File: src/rtl/mem_port_arbiter_pkg.sv
// Shared constants and types for the image-memory port arbiter.
package mem_arb_pkg;

  localparam int ADDR_W    = 16;
  localparam int DATA_W    = 64;
  localparam int MEM_DEPTH = 49152;
  localparam int BURST_MAX = 8;
  localparam int IDX_W     = 3;  // enough for up to 8 requesters

  typedef enum logic {
    IDLE,
    LOCKED
  } arb_state_t;

  typedef struct packed {
    logic             valid;
    logic             is_err;
    logic [IDX_W-1:0] idx;
  } resp_tag_t;

  function automatic logic addr_in_range(input logic [31:0] a, input int depth);
    return a < 32'(depth);
  endfunction

endpackage

File: src/rtl/mem_port_arbiter_if.sv
// Requester-side bundle: packed per-lane request fields plus grant/response strobes.
interface mem_port_arbiter_if #(
  parameter int NREQ   = 4,
  parameter int ADDR_W = 16,
  parameter int DATA_W = 64
);

  logic [NREQ-1:0]        req;
  logic [NREQ-1:0]        lock;
  logic [NREQ-1:0]        we;
  logic [NREQ*ADDR_W-1:0] addr;
  logic [NREQ*DATA_W-1:0] wdata;
  logic [NREQ-1:0]        gnt;
  logic [NREQ-1:0]        rvalid;
  logic [NREQ-1:0]        err;
  logic [DATA_W-1:0]      rdata;

  modport master (
    output req, lock, we, addr, wdata,
    input  gnt, rvalid, err, rdata
  );

  modport slave (
    input  req, lock, we, addr, wdata,
    output gnt, rvalid, err, rdata
  );

endinterface

File: src/rtl/mem_port_arbiter_picker.sv
// Combinational round-robin pick: first set request at or after ptr, wrapping.
module rr_priority_picker #(
  parameter int NREQ  = 4,
  parameter int PTR_W = 2
) (
  input  logic [NREQ-1:0]  req,
  input  logic [PTR_W-1:0] ptr,
  output logic [NREQ-1:0]  pick,
  output logic             any
);

  always_comb begin
    int j;
    logic found;
    pick  = '0;
    found = 1'b0;
    j     = 0;
    for (int k = 0; k < NREQ; k++) begin
      j = int'(ptr) + k;
      if (j >= NREQ) j = j - NREQ;
      if (!found && req[j]) begin
        pick[j] = 1'b1;
        found   = 1'b1;
      end
    end
    any = found;
  end

endmodule

File: src/rtl/mem_port_arbiter.sv
// Round-robin arbiter with short locked bursts sharing one image-memory port;
// read data returns one cycle after grant, out-of-range accesses raise err instead.
module mem_port_arbiter #(
  parameter int NREQ      = 4,
  parameter int ADDR_W    = mem_arb_pkg::ADDR_W,
  parameter int DATA_W    = mem_arb_pkg::DATA_W,
  parameter int MEM_DEPTH = mem_arb_pkg::MEM_DEPTH,
  parameter int BURST_MAX = mem_arb_pkg::BURST_MAX
) (
  input  logic                clk,
  input  logic                rst,
  mem_port_arbiter_if.slave   bus,
  output logic [ADDR_W-1:0]   mem_address,
  output logic [DATA_W-1:0]   mem_inputData,
  output logic                mem_writeEnable,
  input  logic [DATA_W-1:0]   mem_out
);
  import mem_arb_pkg::*;

  localparam int PTR_W = $clog2(NREQ);
  localparam int BC_W  = $clog2(BURST_MAX + 1);

  arb_state_t        state_reg, state_next;
  logic [PTR_W-1:0]  owner_reg, owner_next;
  logic [PTR_W-1:0]  rr_ptr_reg, rr_ptr_next;
  logic [BC_W-1:0]   bc_reg, bc_next;
  resp_tag_t         tag_reg, tag_next;

  logic [ADDR_W-1:0] addr_arr  [NREQ];
  logic [DATA_W-1:0] wdata_arr [NREQ];
  logic [NREQ-1:0]   pick_vec, gnt_vec, rvalid_vec, err_vec;
  logic              pick_any, owner_hold, grant_any, sel_in_range, burst_cont;
  logic [PTR_W-1:0]  pick_idx, gnt_idx;
  logic [BC_W-1:0]   cur_bc;
  logic [ADDR_W-1:0] sel_addr;
  logic [DATA_W-1:0] sel_wdata;

  genvar gi;
  generate
    for (gi = 0; gi < NREQ; gi++) begin : g_lane
      assign addr_arr[gi]   = bus.addr[gi*ADDR_W +: ADDR_W];
      assign wdata_arr[gi]  = bus.wdata[gi*DATA_W +: DATA_W];
      assign rvalid_vec[gi] = tag_reg.valid && !tag_reg.is_err && (tag_reg.idx == IDX_W'(gi));
      assign err_vec[gi]    = tag_reg.valid &&  tag_reg.is_err && (tag_reg.idx == IDX_W'(gi));
    end
  endgenerate

  rr_priority_picker #(
    .NREQ  (NREQ),
    .PTR_W (PTR_W)
  ) u_picker (
    .req  (bus.req),
    .ptr  (rr_ptr_reg),
    .pick (pick_vec),
    .any  (pick_any)
  );

  always_comb begin
    pick_idx = '0;
    for (int k = 0; k < NREQ; k++) begin
      if (pick_vec[k]) pick_idx = PTR_W'(k);
    end
  end

  // A locked owner that still requests wins outright; otherwise fall back to the picker.
  assign owner_hold = (state_reg == LOCKED) && bus.req[owner_reg];

  always_comb begin
    gnt_vec = '0;
    gnt_idx = pick_idx;
    cur_bc  = '0;
    if (owner_hold) begin
      gnt_vec[owner_reg] = 1'b1;
      gnt_idx            = owner_reg;
      cur_bc             = bc_reg;
    end else if (pick_any) begin
      gnt_vec = pick_vec;
    end
    if (rst) gnt_vec = '0;
  end

  assign grant_any    = |gnt_vec;
  assign sel_addr     = addr_arr[gnt_idx];
  assign sel_wdata    = wdata_arr[gnt_idx];
  assign sel_in_range = addr_in_range(32'(sel_addr), MEM_DEPTH);
  assign burst_cont   = bus.lock[gnt_idx] && ((32'(cur_bc) + 1) < BURST_MAX);

  assign mem_address     = grant_any ? sel_addr : '0;
  assign mem_inputData   = grant_any ? sel_wdata : '0;
  assign mem_writeEnable = grant_any && bus.we[gnt_idx] && sel_in_range;

  always_comb begin
    state_next  = IDLE;
    owner_next  = owner_reg;
    bc_next     = '0;
    rr_ptr_next = rr_ptr_reg;
    tag_next    = '0;
    if (grant_any) begin
      if (burst_cont) begin
        state_next = LOCKED;
        owner_next = gnt_idx;
        bc_next    = cur_bc + BC_W'(1);
      end else if (gnt_idx == PTR_W'(NREQ - 1)) begin
        rr_ptr_next = '0;
      end else begin
        rr_ptr_next = gnt_idx + PTR_W'(1);
      end
      // Writes that land in range need no response; everything else gets a tag.
      tag_next.valid  = !bus.we[gnt_idx] || !sel_in_range;
      tag_next.is_err = !sel_in_range;
      tag_next.idx    = IDX_W'(gnt_idx);
    end
  end

  always_ff @(posedge clk or posedge rst) begin
    if (rst) begin
      state_reg  <= IDLE;
      owner_reg  <= '0;
      rr_ptr_reg <= '0;
      bc_reg     <= '0;
      tag_reg    <= '0;
    end else begin
      state_reg  <= state_next;
      owner_reg  <= owner_next;
      rr_ptr_reg <= rr_ptr_next;
      bc_reg     <= bc_next;
      tag_reg    <= tag_next;
    end
  end

  assign bus.gnt    = gnt_vec;
  assign bus.rvalid = rvalid_vec;
  assign bus.err    = err_vec;
  assign bus.rdata  = (tag_reg.valid && !tag_reg.is_err) ? mem_out : '0;

endmodule

File: src/flat_wrapper.sv
// flat-port wrapper written by rule: the top's interface ports become plain ports
module mem_port_arbiter_flat import mem_arb_pkg::*;
#(
  parameter int NREQ      = 4,
  parameter int ADDR_W    = mem_arb_pkg::ADDR_W,
  parameter int DATA_W    = mem_arb_pkg::DATA_W,
  parameter int MEM_DEPTH = mem_arb_pkg::MEM_DEPTH,
  parameter int BURST_MAX = mem_arb_pkg::BURST_MAX
)
  (clk, rst, mem_address, mem_inputData, mem_writeEnable, mem_out, bus_req, bus_lock, bus_we, bus_addr, bus_wdata, bus_gnt, bus_rvalid, bus_err, bus_rdata);
  mem_port_arbiter_if #(.NREQ(NREQ), .ADDR_W(ADDR_W), .DATA_W(DATA_W)) bus_i ();
  input  logic clk;
  input  logic rst;
  output logic [ADDR_W-1:0] mem_address;
  output logic [DATA_W-1:0] mem_inputData;
  output logic mem_writeEnable;
  input  logic [DATA_W-1:0] mem_out;
  input wire logic [$bits(bus_i.req)-1:0] bus_req;
  input wire logic [$bits(bus_i.lock)-1:0] bus_lock;
  input wire logic [$bits(bus_i.we)-1:0] bus_we;
  input wire logic [$bits(bus_i.addr)-1:0] bus_addr;
  input wire logic [$bits(bus_i.wdata)-1:0] bus_wdata;
  output wire logic [$bits(bus_i.gnt)-1:0] bus_gnt;
  output wire logic [$bits(bus_i.rvalid)-1:0] bus_rvalid;
  output wire logic [$bits(bus_i.err)-1:0] bus_err;
  output wire logic [$bits(bus_i.rdata)-1:0] bus_rdata;
  assign bus_i.req = bus_req;
  assign bus_i.lock = bus_lock;
  assign bus_i.we = bus_we;
  assign bus_i.addr = bus_addr;
  assign bus_i.wdata = bus_wdata;
  assign bus_gnt = bus_i.gnt;
  assign bus_rvalid = bus_i.rvalid;
  assign bus_err = bus_i.err;
  assign bus_rdata = bus_i.rdata;
  mem_port_arbiter #(.NREQ(NREQ), .ADDR_W(ADDR_W), .DATA_W(DATA_W), .MEM_DEPTH(MEM_DEPTH), .BURST_MAX(BURST_MAX)) u_core (.clk(clk), .rst(rst), .bus(bus_i), .mem_address(mem_address), .mem_inputData(mem_inputData), .mem_writeEnable(mem_writeEnable), .mem_out(mem_out));
endmodule
File: config.mk
export PLATFORM = sky130hd
export DESIGN_NAME = mem_port_arbiter_flat
export DESIGN_NICKNAME = d
export VERILOG_FILES = /design/src/rtl/mem_port_arbiter_pkg.sv /design/src/rtl/mem_port_arbiter_if.sv /design/src/rtl/mem_port_arbiter_picker.sv /design/src/rtl/mem_port_arbiter.sv /design/src/flat_wrapper.sv
export SDC_FILE = /design/constraint.sdc
export NUM_CORES = 1
export LEC_CHECK = 0
export ABC_AREA = 1
export CORE_AREA = 8 8 209 211
export CTS_CLUSTER_SIZE = 24
export DETAILED_ROUTE_END_ITERATION = 16
export DIE_AREA = 0 0 217 219
export GPL_ROUTABILITY_DRIVEN = 0
export SLEW_MARGIN = 25
export SYNTH_ARGS = -nofsm -noshare
export SYNTH_HDL_FRONTEND = slang
export SYNTH_SLANG_ARGS = --single-unit
File: constraint.sdc
create_clock -name clk -period 3.1 [get_ports clk]
set_input_delay 0.775 -clock clk [delete_from_list [all_inputs] [get_ports clk]]
set_output_delay 0.775 -clock clk [all_outputs]
set_load 0.01 [all_outputs]
Yosys cells after proc, flatten, opt, wreduce, memory -nomap -nowiden
Index checks and enable logic that the tools add are counted.

operators by class
  add/sub/neg operators = 10
  equal/unequal tests = 4
  $lt $le $gt $ge = 18
  reduce and logical (&&, ||, !) cells = 33
  bitwise gates (word level) = 5
  muxes and demuxes = 63

operators with widths
  kind                                                          count
  two-way mux 64 bit                                            4
  less-than comparator 32 x 4 -> 1 bit (second input constant)  5
  binary-select mux 64 bit (select 2 bit)                       1
  >= comparator 32 x 1 -> 1 bit (second input constant)         4
  two-way mux 32 bit                                            4
  two-way mux 16 bit                                            3
  two-way mux 4 bit                                             10
  binary-select mux 16 bit (select 2 bit)                       1
  two-way mux 1 bit                                             23
  logical AND 1 bit                                             22
  less-than comparator 16 bit (second input constant)           1
  binary-select mux 1 bit (select 2 bit)                        7
  >= comparator 3 bit (second input constant)                   4
  OR 4 bit                                                      3
  subtractor 3 x 3 -> 4 bit (second input constant)             3
  demux 1 bit (select 2 bit)                                    5
  two-way mux 2 bit                                             4
  adder 2 x 2 -> 3 bit (second input constant)                  2
  equality test 3 x 2 -> 1 bit (second input constant)          2
  zero test 1 bit                                               6
  less-than comparator 2 x 3 -> 1 bit (second input constant)   2
  adder 4 x 1 -> 5 bit (second input constant)                  1
  two-way mux 5 bit                                             1
  adder 4 x 1 -> 4 bit (second input constant)                  1
  other kinds (13)                                              14

storage, ports and cells
  input bits = 398
  register bits after elaboration = 14
  word-level logic and storage cells = 140

Depth between registers and ports, before layout
Gate-level depths: netlist (run 1).

  word-level depth = 27
  depth in mapped cells = 21

Cells and area by module
Synthesis (run 1) repeated with hierarchy kept, for this count alone.

unflattened totals
  cell total of the unflattened synthesis = 1076
  area, all modules = 5098.6 µm²

by module, submodules not included
  module              instances  cells each  area an instance (µm²)  seq. area each (µm²)
  mem_port_arbiter    1          998         4654.5                  325.3
  rr_priority_picker  1          78          444.2                   0.0

Worst setup path before layout (run 1)
No wires, ideal clock.

  path type = flip-flop to output port
  from = register u_core.rr_ptr_reg[0]
  to = output port mem_address[0]
  path buffers = 3
  stages on the path, launching flop included = 19
  required time = 2.325 ns
  arrival = 2.449 ns
  path slack = -0.124 ns
  cell sequence = dfrtp_1 buf_4 inv_4 ha_1 inv_1 nand3_1 nand2_1 nand2_2 nor2_2 nand2_1 nand3b_4 nor2_4 nor2_1 nand2_1 nand4_2 inv_1 buf_2 buf_2 a21oi_1

between the ends
  longest elaborated chain between the ends = 24
  elaborated cells between the ends (all ways) = 77
  classes of those cells = 7 x add/sub; 12 x order compare; 43 x mux; 4 x bitwise; 11 x reduce/logical

RTL lines
  item                                                                    RTL line                 text
  from (decl)                                                             mem_port_arbiter.sv:25   logic [PTR_W-1:0] rr_ptr_reg, rr_ptr_next;
  from (signal assigned)                                                  mem_port_arbiter.sv:125  rr_ptr_reg <= rr_ptr_next;
  branches (longest 23 deep; another with >= comparator 32 x 1 -> 1 bit)  --
  two-way mux 16 bit *                                                    mem_port_arbiter.sv:88   assign mem_address = grant_any ? sel_addr : '0;
  to (decl)                                                               flat_wrapper.sv:14       output logic [ADDR_W-1:0] mem_address;

Every way passes the cells marked *. The select of a mux whose other input is x is not followed.

Worst setup path in the final report (run 1)
  from = input port bus_req[3]
  to = output port mem_writeEnable

between the ends
  longest elaborated chain between the ends = 23
  elaborated cells between the ends (all ways) = 49
  classes of those cells = 1 x order compare; 34 x mux; 4 x bitwise; 10 x reduce/logical

RTL lines
  item                                                    RTL line                       text
  from (decl)                                             flat_wrapper.sv:18             input wire logic [$bits(bus_i.req)-1:0] bus_req;
  binary-select mux 1 bit (select 2 bit)                  mem_port_arbiter_picker.sv:21  if (!found && req[j]) begin
  two-way mux 1 bit (implied by the code) (2 in series)   mem_port_arbiter_picker.sv:21
  two-way mux 1 bit                                       mem_port_arbiter_picker.sv:21
  zero test 1 bit                                         mem_port_arbiter_picker.sv:21
  logical AND 1 bit                                       mem_port_arbiter_picker.sv:21
  two-way mux 1 bit                                       mem_port_arbiter_picker.sv:21
  zero test 1 bit                                         mem_port_arbiter_picker.sv:21
  logical AND 1 bit                                       mem_port_arbiter_picker.sv:21
  [... 4 more ...]                                        --
  two-way mux 1 bit                                       mem_port_arbiter.sv:61         if (pick_vec[k]) pick_idx = PTR_W'(k);
  two-way mux 2 bit (2 in series)                         mem_port_arbiter.sv:61
  two-way mux 2 bit                                       mem_port_arbiter.sv:72         if (owner_hold) begin
  inverter 2 -> 3 bit (implied by the code)               mem_port_arbiter.sv:83         assign sel_addr = addr_arr[gnt_idx];
  binary-select mux 16 bit (select 2 bit)                 mem_port_arbiter.sv:83
  two-way mux 16 bit (implied by the code) (2 in series)  mem_port_arbiter.sv:83
  less-than comparator 16 bit                             mem_port_arbiter_pkg.sv:22     return a < 32'(depth);
  logical AND 1 bit *                                     mem_port_arbiter.sv:90         assign mem_writeEnable = grant_any && bus.we[gnt_idx] && sel_in_range;
  to (decl)                                               flat_wrapper.sv:16             output logic mem_writeEnable;

Every way passes the cells marked *; elsewhere a longest branch is shown, timed or not. The select of a mux whose other input is x is not followed.

==> metrics.md, run 1 <==
| Metric | Value |
|---|---|
| CTS H-tree lvls | `1` |
| Die span in x | `217 um` |
| R2R depth | `23` |
| Chip Height | `219 um` |
| Yosys warns | `0` |
| Fin. Hold Viols | `0` |
| Tmin final | `3.74 ns` |
| Post-synthesis sequential area ratio | `0.0704` |
| Area grow syn2layout | `220%` |
| RR Endpoint | `u_core.tag_reg[4]` |
| CP Launch Type | `input pin` |
| Clk buf depth | `2` |
| Clk root buf | `clkbuf_16` |
| Slew margin rel. | `0.600` |
| DR pass1 iterations | `5` |
| Required time worst endpoint | `2.32 ns` |
| Remaining DRCs | `0` |
| Avg Inst Size Synth | `4.71 um2` |
| Max Slew Vio Count | `0` |
| Initial core utilization | `0.114` |
| Hold path depth | `3` |
| EDFF count, synth | `0` |
| Area fraction of the dominant cell type after synthesis | `0.318` |
| Worst r2r src | `u_core.rr_ptr_reg[0]` |
| Worst-Skew Late Latency | `0.25 ns` |
| Skew final | `0.00511 ns` |
| Setup violators final | `83` |
| HP Class | `reg -> reg` |
| Post-DRT Antenna Nets | `0` |
| Initial antenna violation count | `4` |
| First-pass GRT wire length | `58,800 um` |
| HP Start | `u_core.bc_reg[0]` |
| Layout Nets | `2,037` |
| Routed vias | `9,251` |
| Max cap viols | `0` |
| Routed wire per std cell | `19.9 um` |
| Total wire length | `43,000 um` |
| Initial DRC Count | `324` |
| Routed wl met2 | `23,000 um` |
| Cells after synthesis | `980` |
| Met3 WL post-DR | `3160 um` |
| GR Util All Layers | `0.160` |
| Clock Pin Slew Worst Setup and Hold Paths | `0.05 ns` |
| CTS tree | `done` |
| Worst-margin pin slew | `0.593 ns` |
| Cell taking the most area after synthesis | `nor2_1` |
| CP endpoint kind | `output port` |
| Hold WS | `0.545 ns` |
| Outcome | `finished with violations` |
| Worst Setup SP | `bus_req[3]` |
| Rows | `74` |
| FFs w/ async S/R, synth | `1.00` |
| TritonCTS buffer count | `3` |
| Largest net degree at the start of global routing | `35` |
| Unrepaired setup endpoints after global routing | `yes` |
| Synth unique cells | `31` |
| Most numerous cell in the Yosys netlist | `nor2_1` |
| Clock sink total | `13` |
| Fmax achieved | `267 MHz` |
| CP max FO | `6` |
| Vias/cell | `4.27` |
| # fillers | `4,094` |
| Vias in the first global route | `9,705` |
| Post-synthesis cell area | `4620 um2` |
| Synthesized flop and latch total | `13` |
| DIE AREA | `47,500 um2` |
| Worst EP arrival | `2.96 ns` |
| Failing checks | `negative setup slack` |
| Share of layout cells above drive strength 1 | `0.384` |
| Hold Path End | `u_core.bc_reg[0]` |
| Area contributors post-synth | `nor2_1 32%, o21ai_1 12%, a21oi_1 9.0%` |
| Final period util | `1.21` |
| # port buffers | `554` |
| Core Area | `40,400 um2` |
| Syn Nets | `1,385` |
| Post-synth top flop | `dfrtp_1` |
| Grt total ovfl | `0` |
| Reg2reg setup slack | `0.11 ns` |
| Met1 wire length | `15,500 um` |
| I/O pin count | `555` |
| Post-synth top cells | `391 x nor2_1, 107 x o21ai_1, 100 x inv_1` |
| Critical path type | `in -> out` |
| Setup TNS | `-43.22 ns` |
| Worst setup margin | `-0.639 ns` |
| Hpwl dp | `29,800 um` |
| Setup WS pre-CTS | `-1.44 ns` |
| Highest routed layer | `met5` |
==> final cells by class <==
class                   count  area [um2]  share of cell area
diodes                      2        5.00            0.000338
clock buffers               3        75.1             0.00508
clock inverters             1        5.00            0.000338
inverters                 105         437              0.0295
multi-input cells         790        5420               0.366
flip-flops and latches     13         327              0.0221
well taps                 532         666              0.0450
repair buffers            718        7850               0.531
repair inverters            1        11.3            0.000762
==> routing by layer <==
| metal | track usage | vias to the layer above |
|---|---|---|
| met5 | 0 | - |
| met4 | 0.0471 | 2 |
| met3 | 0.0413 | 69 |
| met2 | 0.315 | 441 |
| met1 | 0.164 | 4323 |
| li1 | - | 4416 |
==> cells by family (layout without fill, tap and decap cells) <==
kind of cell | count (synthesis) | after routing | synth area share
DFF | 13 | 13 | 0.0704
and+or+nand+nor | 534 | 534 | 0.468
AOI/OAI and AO/OA | 247 | 247 | 0.268
xor gates and xnor gates | 1 | 1 | 0.00190
buffers and inverters | 177 | 828 | 0.172
adders and majority gates | 7 | 7 | 0.0190
other | 1 | 3 | 0.000812
==> critical path, cell delays in order <==
cell	delay [ns]
buf_4	0.12
inv_1	0.05
nand2_1	0.12
nand3_2	0.10
nand2_2	0.09
nand4_1	0.17
nor2_1	0.18
nor2_2	0.06
nand2_2	0.08
nand2_4	0.07
nand2_8	0.10
buf_6	0.12
buf_12	0.14
buf_16	0.13
nand2_2	0.05
nand3_2	0.07
buf_4	0.11
nand2_2	0.05
nand2_2	0.08
nand2_2	0.05
nor2_2	0.10
buf_4	0.13
==> repair_timing <==
item                       CTS  global route
hold endpoints to repair     0             0
setup endpoints to repair   95            86
resized for setup          638           252
hold buffers                 0             0
gates cloned                31             7
pin swaps                   34            77
buffers inserted            29            34
==> worst max-delay path by stage <==
stage                   endpoint  slack (ns)  cells after the start
2_1_floorplan  mem_inputData[17]       -0.01                     15
3_3_place_gp    mem_inputData[1]       -1.41                     17
3_5_place_dp   mem_inputData[28]       -1.44                     18
4_1_cts           mem_address[1]       -0.62                     18
5_1_grt          mem_writeEnable       -0.78                     23
6_report         mem_writeEnable       -0.64                     22
==> cell usage in the layout, fill, tap and decap left out, types with 4 or more instances in the layout <==
cell / netlist / routed
inv_2: 2 / 6
buf_12: 0 / 30
buf_2: 29 / 43
buf_16: 0 / 27
clkdlybuf4s50_1: 0 / 465
nand2_2: 4 / 22
dfrtp_1: 13 / 12
nand3_4: 0 / 4
nand3_2: 2 / 10
nor3_1: 11 / 10
ha_1: 7 / 6
nand2_1: 74 / 49
buf_6: 8 / 58
o21ai_2: 0 / 78
nor2_4: 1 / 53
buf_4: 8 / 73
clkbuf_16: 0 / 10
o21ai_4: 0 / 21
nand2_4: 2 / 6
o21ai_0: 56 / 10
buf_8: 0 / 12
a21oi_4: 0 / 36
o21ai_1: 107 / 54
a21oi_2: 0 / 44
inv_1: 100 / 93
nand3_1: 39 / 27
nor2_2: 2 / 76
nor2_1: 391 / 265
==> metrics by stage <==
step | cells | utilization | area, um2
6_report | 2165 | 0.366 | 14800
5_1_grt | 2165 | 0.366 | 14800
4_1_cts | 2133 | 0.340 | 13700
3_5_place_dp | 2069 | 0.292 | 11800
3_3_place_gp | 2069 | 0.292 | 11800
2_1_floorplan | 980 | - | 5310
Power of run 1 is not shown: default switching activity piles up to over one toggle a cycle in this logic, so the estimate is an artifact.
==> inputs of run 2 (changes only) <==
Settings changed: ABC_AREA 1 to unset, CORE_AREA 8 8 209 211 to 8 8 213 215, DIE_AREA 0 0 217 219 to 0 0 221 223.
==> metrics.md, run 2 <==
| Metric | Value |
|---|---|
| Outcome | `finished with violations` |
| Failing checks | `negative setup slack` |
| Cell area after layout | `12,000 um2 (-19%)` |
| Area fraction of the dominant cell type after synthesis | `0.451 (+0.133)` |
| Leakage | `4.74 nW` |
| Worst-Skew Late Latency | `0.25 ns (about the same)` |
| Worst EP arrival | `3.78 ns (+0.82 ns)` |
| FFs w/ async S/R, synth | `1.00 (unchanged)` |
| Routed wl met2 | `18,100 um (-22%)` |
| Clk root buf | `clkbuf_16` |
| PwrDens | `1380 nW/um2` |
| Peak supply drop | `0.000880 V` |
| Max cap viols | `0 (unchanged)` |
| Fmax achieved | `220 MHz (-18%)` |
| Clock Pin Slew Worst Setup and Hold Paths | `0.05 ns (about the same)` |
| CP Launch Type | `input pin` |
| Initial antenna violation count | `5 (+1)` |
| Tmin final | `4.55 ns (+0.812 ns)` |
| Yosys warns | `0 (unchanged)` |
| Fin. Hold Viols | `0 (unchanged)` |
| Internal power | `10.1 mW` |
| Share of layout cells above drive strength 1 | `0.366 (-0.0185)` |
| Setup TNS | `-116.43 ns (-73.21 ns)` |
| Routed vias | `6,084 (-34%)` |
| Post-synth top flop | `dfrtp_1` |
| Avg Inst Size Synth | `10.8 um2 (+130%)` |
| EDFF count, synth | `0 (unchanged)` |
| Setup violators final | `96 (+16%)` |
| Vias in the first global route | `6,894 (-29%)` |
| Required time worst endpoint | `2.32 ns (about the same)` |
| Post-synth top cells | `83 x mux4_2, 83 x nor2b_1, 71 x and2_1` |
| Met3 WL post-DR | `2720 um (-14%)` |
| Cells after synthesis | `384 (-61%)` |
| Initial DRC Count | `137 (-58%)` |
| Largest net degree at the start of global routing | `65 (+86%)` |
| PnR Total Power | `16.6 mW` |
| CP endpoint kind | `output port` |
| Final period util | `1.47 (+0.262)` |
| # fillers | `4,436 (+8.4%)` |
| Unrepaired setup endpoints after global routing | `yes` |
| Post-synthesis cell area | `4150 um2 (-10%)` |
| Clock power frac | `0.015` |
| Total wire length | `34,300 um (-20%)` |
| Met1 wire length | `13,100 um (-15%)` |
| Most frequent cells in the layout | `466 x clkdlybuf4s50_1, 83 x mux4_2, 69 x and2_1` |
| Post-DP Area | `11,100 um2 (-5.6%)` |
| Initial core utilization | `0.0980 (-0.0164)` |
| # port buffers | `554 (unchanged)` |
| Synthesized flop and latch total | `13 (unchanged)` |
| Switching Share | `0.394` |
| Die span in x | `221 um (+1.8%)` |
| First-pass GRT wire length | `47,900 um (-18%)` |
| CP max FO | `6 (unchanged)` |
| Cell taking the most area after synthesis | `mux4_2` |
| Commonest non-fill, non-tap cell in the layout | `clkdlybuf4s50_1` |
| Max Slew Vio Count | `0 (unchanged)` |
| Slew margin rel. | `0.636 (+0.0355)` |
| I/O pin count | `555 (unchanged)` |
| Post-synthesis sequential area ratio | `0.0785 (+0.00803)` |
| Multi-input logic area | `4040 um2 (-25%)` |
| Chip Height | `223 um (+1.8%)` |
| Synth unique cells | `48 (+55%)` |
| Reg area | `327 um2 (unchanged)` |
| Highest routed layer | `met5` |
| CTS H-tree lvls | `1 (unchanged)` |
| Remaining DRCs | `0 (unchanged)` |
| Post-DRT Antenna Nets | `0 (unchanged)` |
| DIE AREA | `49,300 um2 (+3.7%)` |
| Worst-margin pin slew | `0.546 ns (-0.0476 ns)` |
| Vias/cell | `3.85 (-9.9%)` |
| Routed wire per std cell | `21.7 um (+9.5%)` |
| Clk buf depth | `2 (unchanged)` |
| Skew final | `0.00325 ns (-0.00187 ns)` |
| DR pass1 iterations | `4 (-1)` |
| Layout Nets | `1,439 (-29%)` |
| Hold buffer count at CTS | `0 (unchanged)` |
| Syn Nets | `789 (-43%)` |
| Clock sink total | `13 (unchanged)` |
| TritonCTS buffer count | `3 (unchanged)` |
| Reg power frac | `0.017` |
| Setup WS pre-CTS | `-2.19 ns (-0.752 ns)` |
| HP Class | `reg -> reg` |
| Worst setup margin | `-1.45 ns (-0.812 ns)` |
| Logic pwr share | `0.968` |
| Critical path type | `in -> out` |
| Core Area | `42,300 um2 (+4.8%)` |
| Area contributors post-synth | `mux4_2 45%, nor2b_1 13%, and2_1 11%` |
| Grt total ovfl | `0 (unchanged)` |
| Rows | `76 (+2.7%)` |
| P_sw | `6.55 mW` |
| CTS tree | `done` |
| Hpwl dp | `30,300 um (+1.7%)` |
| Area grow syn2layout | `190%` |
| GR Util All Layers | `0.128 (-0.0321)` |
run 2: through the flow:
step,hold slack [ns],std cells,util
floorplan,0.560,384,-
global placement,0.617,1535,0.263
detailed placement,0.646,1535,0.263
CTS,0.677,1570,0.277
global route,0.731,1580,0.284
finish,0.689,1580,0.284
run 2: timing repair:
action	4_1_cts	5_1_grt
pin swaps	11	7
setup endpoints to repair	97	96
gates resized for setup	452	43
setup buffers	28	8
cloned	3	4
run 2: area by class of cell:
type / count / share of cell area
timing repair buffer: 682 / 0.570
multi-input combinational: 326 / 0.336
tap: 546 / 0.0569
sequential: 13 / 0.0272
clock buffer: 4 / 0.00656
inverter: 8 / 0.00250
antenna: 1 / 0.000208
run 2: worst max-delay path: stages:
cell	delay, ns
clkdlybuf4s15_2	0.21
mux4_2	0.59
inv_1	0.22
buf_4	0.18
o22ai_2	0.11
a221oi_4	0.29
o22ai_4	0.14
buf_8	0.16
buf_12	0.13
mux2i_4	0.18
buf_6	0.13
a221oi_4	0.29
nor2b_4	0.22
buf_12	0.13
run 2: logic make-up after synthesis:
logic type,after synthesis,synth area share
AND/OR/NAND/NOR,194,0.287
buffers and inverters,45,0.0634
other,1,0.000904
AO/OA/AOI/OAI,24,0.0537
adder cells (fa/ha/maj),7,0.0211
flip-flops,13,0.0785
multiplexers,99,0.493
XOR/XNOR,1,0.00211
run 2: worst paths after layout:
kind,cells after the start,slack (ns),startpoint,endpoint
max in group asynchronous,3,1.65,rst,u_core.rr_ptr_reg[0]
hold reg to reg,3,0.69,u_core.bc_reg[2],u_core.bc_reg[2]
setup / recovery,14,-1.45,bus_req[3],mem_writeEnable
setup reg to reg,18,-0.91,u_core.rr_ptr_reg[1],u_core.owner_reg[1]
hold / removal,3,0.69,u_core.bc_reg[2],u_core.bc_reg[2]
min in group asynchronous,3,1.06,rst,u_core.owner_reg[1]
run 2: power groups by stage:
stage	clock network [mW]	logic, mW	registers (mW)
2_1_floorplan	0	7.56	0.288
3_3_place_gp	0	13.5	0.279
3_5_place_dp	0	13.6	0.278
4_1_cts	0.261	15.6	0.278
5_1_grt	0.276	17.0	0.285
6_report	0.255	16.1	0.278
run 2: layer usage:
layer,up-vias,GRT usage
li1,2745,-
met1,2933,0.141
met2,381,0.245
met3,23,0.0387
met4,2,0.0153
met5,-,0
Power figures use the tool's default switching activity.
==> inputs of run 3 (changes only) <==
Settings changed: CORE_AREA 8 8 213 215 to 8 8 211 213, DIE_AREA 0 0 221 223 to 0 0 219 221.
Clock period 3.1 ns to 5.8 ns, I/O delays scaled along.
==> metrics.md, run 3 (same netlist as run 2, synthesis figures left out) <==
| Metric | Value |
|---|---|
| Remaining DRCs | `0 (unchanged)` |
| P_sw | `3.27 mW (-50%)` |
| R2R depth | `14 (-4)` |
| Routed vias | `5,865 (-3.6%)` |
| TritonCTS buffer count | `3 (unchanged)` |
| Initial DRC Count | `215 (+57%)` |
| Share of layout cells above drive strength 1 | `0.293 (-0.0733)` |
| Clk root buf | `clkbuf_16` |
| # port buffers | `554 (unchanged)` |
| CP Cell Sequence | `buf_8 > mux4_2 > or4b_4 > o2111ai_4 > a21o_2 > o22ai_4 > buf_12 > buf_16 > buf_8 > mux2i_4 > buf_6 > a221oi_4 > nor2b_4 > buf_12` |
| Post-DRT Antenna Nets | `0 (unchanged)` |
| Vias/cell | `3.83 (-0.45%)` |
| CTS H-tree lvls | `1 (unchanged)` |
| Core Area | `41,300 um2 (-2.4%)` |
| DIE AREA | `48,400 um2 (-1.8%)` |
| Skew final | `0.00496 ns (+0.00171 ns)` |
| Reg power frac | `0.020 (+0.003)` |
| Critical path type | `in -> out` |
| Max Slew Vio Count | `0 (unchanged)` |
| GR Util All Layers | `0.128 (-0.000697)` |
| Setup violators final | `13 (-86%)` |
| Slowest-stage cell, CP | `mux4_2` |
| Logic pwr share | `0.964 (-0.004)` |
| Unrepaired setup endpoints after global routing | `yes` |
| Worst EP arrival | `4.43 ns (+0.65 ns)` |
| Levels on crit path | `14 (unchanged)` |
| Hpwl dp | `29,900 um (-1.3%)` |
| Ant. Diodes | `0 (-1)` |
| Total wire length | `34,500 um (+0.43%)` |
| Hold path depth | `2 (-1)` |
| Peak supply drop | `0.000423 V (-52%)` |
| CP max FO | `6 (unchanged)` |
| Routed wire per std cell | `22.5 um (+3.7%)` |
| Largest net degree at the start of global routing | `65 (unchanged)` |
| HP Class | `reg -> reg` |
| Clock sink total | `13 (unchanged)` |
| PwrDens | `708 nW/um2 (-49%)` |
| Outcome | `finished with violations` |
| Clock power frac | `0.016 (about the same)` |
| Required time worst endpoint | `4.35 ns (+2.03 ns)` |
| Internal power | `4.71 mW (-53%)` |
| Clk buf depth | `2 (unchanged)` |
| Clock Pin Slew Worst Setup and Hold Paths | `0.05 ns (about the same)` |
| Layout Nets | `1,397 (-2.9%)` |
| Rows | `75 (-1.3%)` |
| I/O pin count | `555 (unchanged)` |
| First-pass GRT wire length | `46,000 um (-4.0%)` |
| Chip Height | `221 um (-0.90%)` |
| CP Launch Type | `input pin` |
| Initial antenna violation count | `5 (unchanged)` |
| Commonest non-fill, non-tap cell in the layout | `clkdlybuf4s50_1` |
| Worst stage delay on the critical path | `0.58 ns (about the same)` |
| Fin. Hold Viols | `0 (unchanged)` |
| Failing checks | `negative setup slack` |
| Reg2reg setup slack | `2.01 ns (+2.92 ns)` |
| Initial core utilization | `0.100 (+0.00243)` |
| CP Buf/Inv Count | `6 (-1)` |
| CTS tree | `done` |
| Leakage | `4.42 nW (-6.7%)` |
| Largest delay share family, worst path | `buffers and inverters` |
| Slew margin rel. | `0.649 (+0.0131)` |
| Hold buffer count at CTS | `0 (unchanged)` |
| Fmax achieved | `170 MHz` |
| Worst-margin pin slew | `0.526 ns (-0.0196 ns)` |
| Area grow syn2layout | `172%` |
| Switching Share | `0.410 (+0.0155)` |
| Setup TNS | `-0.353 ns (+116.08 ns)` |
| Die span in x | `219 um (-0.90%)` |
| Tmin final | `5.88 ns` |
| Worst setup margin | `-0.0821 ns (+1.37 ns)` |
| DR pass1 iterations | `4 (unchanged)` |
| Max cap viols | `0 (unchanged)` |
| Grt total ovfl | `0 (unchanged)` |
| CP endpoint kind | `output port` |
| Worst-Skew Late Latency | `0.24 ns (about the same)` |
| Most frequent cells in the layout | `469 x clkdlybuf4s50_1, 83 x mux4_2, 71 x and2_1` |
| PnR Total Power | `7.98 mW (-52%)` |
| Vias in the first global route | `6,595 (-4.3%)` |
| Final period util | `1.01` |
-- run 3: cell count changes in the layout (fill, tap and decap cells not counted), sizes merged --
| cell | delta |
|---|---|
| buf | -86 |
| bufbuf | +1 |
| clkbuf | +31 |
| clkdlybuf4s15 | -4 |
| clkdlybuf4s50 | +3 |
| clkinv | +1 |
| diode | -1 |
| dlygate4sd2 | +12 |
-- run 3: timing repair --
action	4_1_cts	5_1_grt
gates resized for setup	197	161
endpoints found under the setup margin	81	78
pin swaps	8	3
gates cloned	2	4
setup buffers	11	14
-- run 3: worst register-to-register path, delay by kind of cell (launching register included) --
family,cells,cell delay [ns]
AO/OA/AOI/OAI,3,0.43
adder cells (fa/ha/maj),1,0.35
buffers and inverters,5,0.68
flip-flops,1,0.35
multiplexers,2,0.95
AND/OR/NAND/NOR,3,0.91
-- run 3: final timing paths --
kind / end / from
min in group asynchronous: u_core.state_reg / rst
max in group asynchronous: u_core.tag_reg[1] / rst
max reg2reg: u_core.owner_reg[0] / u_core.rr_ptr_reg[0]
min: u_core.bc_reg[0] / u_core.bc_reg[0]
max: mem_writeEnable / bus_req[2]
min reg2reg: u_core.bc_reg[0] / u_core.bc_reg[0]
-- run 3: final cells by class --
| type | instances | area [um2] |
|---|---|---|
| Clock inverter | 1 | 5.00 |
| Clock buffer | 3 | 75.1 |
| Sequential cell | 13 | 325 |
| Inverter | 8 | 30.0 |
| Timing Repair Buffer | 640 | 6370 |
| Multi-Input combinational cell | 326 | 3800 |
| Tap cell | 539 | 674 |
| Fill cell | 4360 | 30000 |
-- run 3: power groups by stage --
stage | Sequential, mW | Combinational [mW] | Clock [mW]
2_1_floorplan | 0.152 | 3.69 | 0
3_3_place_gp | 0.161 | 6.68 | 0
3_5_place_dp | 0.158 | 6.72 | 0
4_1_cts | 0.159 | 7.08 | 0.134
5_1_grt | 0.166 | 8.22 | 0.139
6_report | 0.160 | 7.69 | 0.130
-- run 3: metal layers --
metal,up-vias,global-route usage,wire [um]
met3,30,0.0407,3440
met4,6,0.0174,614
met1,2783,0.135,12600
met2,388,0.246,17800
li1,2658,-,-
met5,-,0,41
-- run 3: metrics by stage --
step	cell area [um2]	utilization	hold slack [ns]	std cells	setup slack, ns
3_3_place_gp	10700	0.259	0.586	1495	-0.750
2_1_floorplan	4150	-	0.560	384	0.536
5_1_grt	11300	0.273	0.672	1530	-0.186
3_5_place_dp	10700	0.259	0.609	1495	-0.780
6_report	11300	0.273	0.610	1530	-0.0821
4_1_cts	11000	0.266	0.615	1512	-0.0540
==> variant 1 (flow settings as in run 3) <==
The package constant `IDX_W` goes from 3 to 2.
--- a/src/rtl/mem_port_arbiter_pkg.sv
+++ b/src/rtl/mem_port_arbiter_pkg.sv
@@ -6,5 +6,5 @@
   localparam int MEM_DEPTH = 49152;
   localparam int BURST_MAX = 8;
-  localparam int IDX_W     = 3;  // enough for up to 8 requesters
+  localparam int IDX_W     = 2;  // enough for up to 8 requesters
 
   typedef enum logic {
Behaviour: no difference found for any inputs over 4 cycles, from zero or initial values and one cycle with rst high; that may be too few to reach the edited logic, so the function may still have changed.
==> variant 1 against run 3 <==
- register-to-register slack lost 0.10 ns
- routed wire length grew 13%
- sequential cell count is the same
- largest cell class unchanged
- critical path type unchanged
- power grew 26%
- final area grew 4.7%
- via count grew 45%
- worst setup slack gained 0.11 ns
- area after synthesis grew 10%
- clock power grew 3%
- global-route usage grew 1.8 points
==> variant 1: results (changes against run 3) <==
- Initial antenna violation count: 9 (was 5)
- Synth Area in Adders: 0.0192 (was 0.0211)
- Crit path largest cell delay: 0.54 ns (was 0.58 ns)
- Post-synthesis compound-gate area fraction: 0.0804 (was 0.0537)
- First-pass GRT wire length: 55.3 mm (was 46.0 mm)
- Multiplexer share of the synthesized area: 0.0468 (was 0.493)
- Hold Crit Class: flip-flop to flip-flop (unchanged)
- Seq/Total Area, Yosys: 0.0711 (was 0.0785)
- Clk pin slew, worst setup/hold paths: 0.04 ns
- IO buf count: 554 (unchanged)
- Worst vdd ir: 0.488 mV (was 0.423 mV)
- Synth cell types: 55 (was 48)
- Largest net degree at the start of global routing: 65 (unchanged)
- DRT Wirelength: 39.1 mm (was 34.5 mm)
- Vias in the first global route: 8713 (was 6595)
- Max-slew headroom: 0.540 (was 0.649)
- Synth Instances: 850 (was 384)
- Status: complete, no violations (was complete, but fails checks)
- Ys async rst share: 1.00 (unchanged)
- Clk_skew: 0.00500 ns (was 0.00496 ns)
- Crit path max fanout: 12 (was 6)
- Xor/xnor share of the synthesized area: 0.00192 (was 0.00211)
- Root Driver: clkbuf_16 (unchanged)
- GRT Total Usage: 0.146 (was 0.128)
- Htree depth: 1 (unchanged)
- Place WS: -0.897 ns (was -0.780 ns)
- Area after DPL: 11200 sq um (was 10700 sq um)
- Initial DRC Count: 590 (was 215)
- Top cells by count, synth: nand2_1 (328), nand3_1 (157), and3_1 (80) (was mux4_2 (83), nor2b_1 (83), and2_1 (71))
- CTS max path bufs: 2 (unchanged)
- Slowest CP cell: or4_4 (was mux4_2)
- Lkg Pwr: 5.24 nW (was 4.42 nW)
- Post-route antenna net violation count: 0 (unchanged)
- Syn. warnings: 0 (unchanged)
- FILL cells: 4569 (was 4360)
- Post-DP HPWL: 31.3 mm (was 29.9 mm)
- WHS Path Cells: 2 (unchanged)
- Most used DFF post-synth: dfrtp_1 (unchanged)
- Clock Latency Late Sink: between 0.2 and 0.3 ns
- TritonRoute pass-1 iters: 5 (was 4)
- Post-Place Cells: 1947 (was 1495)
- FF-to-FF path depth: 15 (was 14)
- CTS Buf Count: 3 (unchanged)
- Finished Layout Cells: 1983 (was 1530)
- Worst EP arrival: 4.32 ns (was 4.43 ns)
- Layout cells sized above 1: 0.163 (was 0.293)
- DR DRC count: 0 (unchanged)
- Fin nets: 1847 (was 1397)
- Synth Net Count: 1255 (was 789)
- Via Count: 8494 (was 5865)
- Top area cells in the synthesized netlist: nand2_1 (27%), nand3_1 (17%), and3_1 (11%) (was mux4_2 (45%), nor2b_1 (13%), and2_1 (11%))
## variant 1: changes by cell type after synthesis, moves of 4 or more
cell / change
nor2_1: +4
nand3_1: +155
clkbuf_1: +30
buf_1: +4
and3_1: +77
nand2_1: +323
nor2b_1: -81
mux4_2: -80
a211o_1: +4
buf_2: +10
buf_8: -4
## variant 1: worst max-delay path: cells and delay by family
kind | cells | cell delay [ns]
compound gates | 2 | 0.43
simple gates | 5 | 1.07
buf+inv | 6 | 0.90
mux | 1 | 0.48
## variant 1: final cells by class
class,instances,area [sq um],share of cell area
Multi-Input combinational cell,752,4120,0.349
Antenna cell,3,7.51,0.000636
Timing Repair Buffer,659,6550,0.554
Sequential cell,13,325,0.0275
Clock buffer,4,78.8,0.00667
Inverter,13,57.6,0.00487
Tap cell,539,674,0.0571
## variant 1: path summary, 6_finish.rpt
| check | startpoint | slack (ns) | endpoint |
|---|---|---|---|
| worst min-delay path | u_core.bc_reg[0]$_DFF_PP0_ | 0.59 | u_core.bc_reg[0]$_DFF_PP0_ |
| worst max register to register | u_core.rr_ptr_reg[0]$_DFFE_PP0P_ | 1.91 | u_core.owner_reg[0]$_DFFE_PP0P_ |
| min in group asynchronous | rst | 1.55 | u_core.bc_reg[2]$_DFF_PP0_ |
| worst min register to register | u_core.bc_reg[0]$_DFF_PP0_ | 0.59 | u_core.bc_reg[0]$_DFF_PP0_ |
| worst max-delay path | bus_req[0] | 0.03 | mem_inputData[62] |
| max in group asynchronous | rst | 4.08 | u_core.bc_reg[3]$_DFF_PP0_ |
## variant 1: logic make-up after synthesis
kind of cell / Yosys count
AO/OA/AOI/OAI: 46
other: 1
AND/OR/NAND/NOR: 680
multiplexers: 17
buffers and inverters: 85
flip-flops: 13
XOR/XNOR: 1
adder cells (fa/ha/maj): 7
## variant 1: what timing repair did
item,in CTS,in global routing
resized for setup,219,131
hold buffers,0,0
endpoints found under the setup margin,82,78
pin swaps,4,8
cloned,7,7
buffers inserted,12,3
## variant 1: layer usage
layer  part of all wire  vias up  track usage
met2               0.51      429        0.273
met4              0.022        4       0.0351
met3              0.088       42       0.0351
li1                   -     4045            -
met5            0.00066        -            0
met1               0.38     3974        0.161
## variant 1: power by group
part | switching (mW) | total (mW) | leakage [nW] | internal (mW)
logic | 5.13 | 9.78 | 5.03 | 4.65
clock network | 0.0406 | 0.134 | 0.0382 | 0.0930
registers | 0.0348 | 0.160 | 0.165 | 0.126
